[src/rtl/hc_pkg.sv]
// Shared definitions for the hc_univ_reg register family: mode encoding
// for the S select input of the universal register.
package hc_pkg;

   typedef enum logic [1:0] {
      MODE_HOLD = 2'b00,
      MODE_SHU  = 2'b01,
      MODE_SHD  = 2'b10,
      MODE_LOAD = 2'b11
   } hc_mode_e;

endpackage : hc_pkg

[src/rtl/hc_dff_cell.sv]
// One bit of the universal register: an HC74-style D flip-flop with
// synchronous reset, active-low set/clear (with the both-high conflict
// state on QN) and clock enable. The mode-selected next data comes from
// the top level.
module hc_dff_cell (
   input  logic CP,
   input  logic RD,
   input  logic RST,
   input  logic CE,
   input  logic NXT,
   input  logic SDN,
   input  logic RDN,
   output logic Q,
   output logic QN
);

   logic q_r;
   logic qn_r;
   logic q_nxt_s;
   logic qn_nxt_s;

   // Priority resolution: reset, set/clear conflict, set, clear, enable, mode data.
   always_comb begin
      q_nxt_s  = q_r;
      qn_nxt_s = ~q_r;
      if (RD) begin
         q_nxt_s  = RST;
         qn_nxt_s = ~RST;
      end else if (!SDN && !RDN) begin
         // Both asserted: reproduce the HC74 state with both outputs high.
         q_nxt_s  = 1'b1;
         qn_nxt_s = 1'b1;
      end else if (!SDN) begin
         q_nxt_s  = 1'b1;
         qn_nxt_s = 1'b0;
      end else if (!RDN) begin
         q_nxt_s  = 1'b0;
         qn_nxt_s = 1'b1;
      end else if (!CE) begin
         // Hold Q; QN is re-derived so a bit leaving conflict becomes ~Q.
         q_nxt_s  = q_r;
         qn_nxt_s = ~q_r;
      end else begin
         q_nxt_s  = NXT;
         qn_nxt_s = ~NXT;
      end
   end

   // State register for the true and complement outputs.
   always_ff @(posedge CP) begin
      q_r  <= q_nxt_s;
      qn_r <= qn_nxt_s;
   end

   assign Q  = q_r;
   assign QN = qn_r;

endmodule : hc_dff_cell

[src/rtl/hc_univ_reg_chk.sv]
// Protocol checker for hc_univ_reg: the mode select must be known whenever
// it is actually used (enabled and not in reset).
module hc_univ_reg_chk (
   input logic       CP,
   input logic       RD,
   input logic       CE,
   input logic [1:0] S
);

   a_mode_known : assert property (@(posedge CP) disable iff (RD) CE |-> !$isunknown(S));

endmodule : hc_univ_reg_chk

[src/rtl/hc_univ_reg.sv]
// WIDTH-bit 74HC194-style universal register built from HC74-style cells:
// hold, shift up, shift down and parallel load with clock enable and
// per-bit synchronous set/clear.
module hc_univ_reg
   import hc_pkg::*;
#(
   parameter int               WIDTH   = 8,
   parameter logic [WIDTH-1:0] RST_VAL = {WIDTH{1'b0}}
) (
   input  logic             CP,
   input  logic             RD,
   input  logic             CE,
   input  logic [1:0]       S,
   input  logic [WIDTH-1:0] D,
   input  logic             DSU,
   input  logic             DSD,
   input  logic [WIDTH-1:0] SDN,
   input  logic [WIDTH-1:0] RDN,
   output logic [WIDTH-1:0] Q,
   output logic [WIDTH-1:0] QN,
   output logic             SOU,
   output logic             SOD
);

   logic [WIDTH-1:0] q_s;
   logic [WIDTH-1:0] qn_s;
   logic [WIDTH-1:0] nxt_s;

   // Mode mux: shift sources are the pre-edge Q, conflict bits included.
   always_comb begin
      nxt_s = q_s;
      case (S)
         MODE_HOLD: nxt_s = q_s;
         MODE_SHU:  nxt_s = {q_s[WIDTH-2:0], DSU};
         MODE_SHD:  nxt_s = {DSD, q_s[WIDTH-1:1]};
         MODE_LOAD: nxt_s = D;
         default:   nxt_s = q_s;
      endcase
   end

   for (genvar i = 0; i < WIDTH; i++) begin : g_cell
      hc_dff_cell u_cell (
         .CP  (CP),
         .RD  (RD),
         .RST (RST_VAL[i]),
         .CE  (CE),
         .NXT (nxt_s[i]),
         .SDN (SDN[i]),
         .RDN (RDN[i]),
         .Q   (q_s[i]),
         .QN  (qn_s[i])
      );
   end

   hc_univ_reg_chk u_chk (
      .CP (CP),
      .RD (RD),
      .CE (CE),
      .S  (S)
   );

   assign Q   = q_s;
   assign QN  = qn_s;
   assign SOU = q_s[WIDTH-1];
   assign SOD = q_s[0];

endmodule : hc_univ_reg

[config.mk]
export PLATFORM = sky130hd
export DESIGN_NAME = hc_univ_reg
export DESIGN_NICKNAME = d
export VERILOG_FILES = /design/src/rtl/hc_pkg.sv /design/src/rtl/hc_dff_cell.sv /design/src/rtl/hc_univ_reg_chk.sv /design/src/rtl/hc_univ_reg.sv
export SDC_FILE = /design/constraint.sdc
export NUM_CORES = 1
export LEC_CHECK = 0
export ABC_AREA = 1
export CELL_PAD_IN_SITES_DETAIL_PLACEMENT = 0
export CELL_PAD_IN_SITES_GLOBAL_PLACEMENT = 1
export CORE_ASPECT_RATIO = 1.5
export CORE_MARGIN = 2
export CORE_UTILIZATION = 30
export CTS_CLUSTER_SIZE = 28
export DETAILED_ROUTE_END_ITERATION = 8
export GPL_ROUTABILITY_DRIVEN = 0
export GPL_TIMING_DRIVEN = 0
export PLACE_DENSITY = 0.93
export SKIP_LAST_GASP = 1
export SYNTH_ARGS = -nofsm -noshare
export SYNTH_HDL_FRONTEND = slang
export SYNTH_HIERARCHICAL = 1
export SYNTH_SLANG_ARGS = --single-unit
[constraint.sdc]
create_clock -name CP -period 1.83 [get_ports CP]
set_clock_uncertainty 0.2 [all_clocks]
set_input_delay 0.366 -clock CP [delete_from_list [all_inputs] [get_ports CP]]
set_output_delay 0.366 -clock CP [all_outputs]
set_load 0.05 [all_outputs]
==> results.sh <==
export IMPL_status="complete, no violations"
export IMPL_hold_viol=0
export IMPL_ir_drop_mv=0.4601
export IMPL_clock_sinks=16
export IMPL_die_h_um=78.95
export IMPL_crit_family="buffers and inverters"
export IMPL_crit_path_top_delay_cell="dlygate4sd2_1"
export IMPL_netlist_cell_type_count=14
export IMPL_ctsResizeCount=21
export IMPL_firstDrtPassIters=4
export IMPL_core_mm2=0.003615
export IMPL_cts_root_buf="clkbuf_8"
export IMPL_grt_pass1_vias=1088
export IMPL_critPathLaunchType="register"
export IMPL_initial_utilization=0.3108
export IMPL_crit_arrival_ns=1.22
export IMPL_clockBufferDepth=2
export IMPL_yosysWarnings=6
export IMPL_rsz0062_at_grt="false"
export IMPL_worstHoldStart="g_cell[7].u_cell/Q"
export IMPL_design_portCount=49
export IMPL_vias_per_cell=4.716
export IMPL_wl_per_cell_um=10.68
export IMPL_numCtsBuffers=3
export IMPL_postRouteAntennaNets=0
export IMPL_synth_area_per_cell_um2=6.936
export IMPL_cts_hold_buf=0
export IMPL_antenna_found_initial=0
export IMPL_area_growth_pct=49.67
export IMPL_crit_path_max_fanout=5
export IMPL_nFillCells=368
export IMPL_regToRegStartpoint="g_cell[6].u_cell/Q"
export IMPL_clkLatencyLatePin_ns=0.24
export IMPL_vias=1231
export IMPL_grt_pass1_wl_mm=4.540
export IMPL_worst_path_largest_cell_delay_ns=0.55
export IMPL_drive_above_1_share=0.1055
export IMPL_period_needed_ns=1.787
export IMPL_path_class="register to output port"
export IMPL_antennaDiodeCount=0
export IMPL_fmax_mhz=559.8
export IMPL_first_iter_violations=46
export IMPL_post_cts_setup_buffers=0
export IMPL_cp_buffers_inverters=1
export IMPL_finalCritPeriodShare=0.9762
export IMPL_portBuffers=46
export IMPL_track_usage=0.1390
export IMPL_row_count=27
export IMPL_drc=0
export IMPL_cp_end_kind="output port"
export IMPL_cp_cell_sequence="dlygate4sd2_1"
export IMPL_multi_input_area_um2=591.8
export IMPL_min_path_type="register to register"
export IMPL_grt_max_degree=25
export IMPL_mostFrequentLayoutCells="nand2_1, nand3_1, clkdlybuf4s50_1"
export IMPL_die_x_um=53.97
export IMPL_ys_seq_area_frac=0.3563
export IMPL_ctsHtreeMaxLevel=1
export IMPL_synth_seq_cells=16
export IMPL_layout_nets=251
export IMPL_final_area_mm2=0.001682
export IMPL_clk_pin_slew_ns=0.06
export IMPL_drt_wl_total_mm=2.788
export IMPL_grt_overflow_total=0
export IMPL_syn_inst=162
export IMPL_crit_path_start="g_cell[3].u_cell/Q"
export IMPL_cts_tree="done"
export IMPL_regArea_um2=400.4
export IMPL_maxCapViolations=0
export IMPL_maxSlewViolCount=0
export IMPL_final_util=0.4652
export IMPL_die_area_mm2=0.004261
export IMPL_worst_pin_slew_ns=0.5550
export IMPL_synthesis_area_mm2=0.001124
export IMPL_slew_headroom=0.6288
export IMPL_p_leak_nw=0.7895
export IMPL_dp_hpwl_mm=2.111
export IMPL_final_setup_viol_count=0
export IMPL_p_per_area_mw_per_mm2=672.0
export IMPL_placed_area_mm2=0.001664
export IMPL_required_ns=1.26
flip-flops by register name, summed over array words and instances, names as in the netlist:
register,flops
g_cell.u_cell/Q,8
g_cell.u_cell/QN,8
area by class of cell:
cell class	instances	share of cell area
Multi-Input combinational cell	121	0.3519
Clock buffer	3	0.02455
Inverter	26	0.05804
Timing Repair Buffer	46	0.2597
Buffer	6	0.03571
Tap cell	43	0.03199
Sequential cell	16	0.2381
worst reg2reg max path: stages (launching register included):
cell and delay, ns:
edfxtp_1 0.46, nand3_1 0.13, nand4_1 0.12, nand2_1 0.09
o211ai_1 0.08
cell families (layout without fill, tap and decap cells):
group           after synthesis  count (layout)  share of synthesized area
compound gates               16              16                    0.08909
simple gates                 97              97                     0.4109
buf+inv                      32              81                     0.1403
flops                        16              16                     0.3563
other cells                   1               8                   0.003338
metal layers:
metal / vias to the layer above / GRT usage / routed length (um)
met2: 38 / 0.2366 / 1360
met3: 2 / 0.01504 / 162
met5: - / 0 / 0
li1: 652 / - / -
met1: 539 / 0.1725 / 1231
met4: 0 / 0.05500 / 34
cell usage after synthesis:
| master | number | area share |
|---|---|---|
| inv_1 | 24 | 0.080 |
| nor2_4 | 1 | 0.010 |
| nand2_1 | 40 | 0.13 |
| nor2_2 | 8 | 0.045 |
| buf_4 | 2 | 0.013 |
| nand4_1 | 8 | 0.045 |
| edfxtp_1 | 8 | 0.21 |
| conb_1 | 1 | 0.0033 |
| dfxtp_1 | 8 | 0.14 |
| nand3_1 | 40 | 0.18 |
| o211ai_1 | 8 | 0.053 |
| a21oi_1 | 8 | 0.036 |
| buf_6 | 4 | 0.040 |
| inv_2 | 2 | 0.0067 |
through the flow:
| stage | TNS, ns | total power, W | worst slack, ns | hold WS [ns] | instances |
|---|---|---|---|---|---|
| global placement | -9.244 | 0.0009038 | -0.4802 | 0.4439 | 258 |
| floorplan | 0 | 0.0007255 | 0.3060 | 0.3262 | 169 |
| CTS | -0.04156 | 0.001145 | -0.04156 | 0.4535 | 261 |
| finish | 0 | 0.001130 | 0.04349 | 0.4474 | 261 |
| detailed placement | -9.475 | 0.0009059 | -0.5023 | 0.4475 | 258 |
| global route | 0 | 0.001196 | 0.001275 | 0.4981 | 261 |
power breakdown:
group	internal, W	leakage (nW)	switching (W)
sequential	0.000416	0.152	0.0000290
clock	0.000146	0.0216	0.000115
combinational	0.000157	0.616	0.000268
total	0.000719	0.789	0.000411
final timing paths:
| path | slack (ns) | endpoint | cells after the start |
|---|---|---|---|
| worst max-delay path | 0.04 | Q[3] | 1 |
| worst max register to register | 0.48 | g_cell[5].u_cell/Q | 4 |
| worst min-delay path | 0.45 | g_cell[7].u_cell/QN | 3 |
| worst min register to register | 0.45 | g_cell[7].u_cell/QN | 3 |
(Power assumes the default switching activity.)
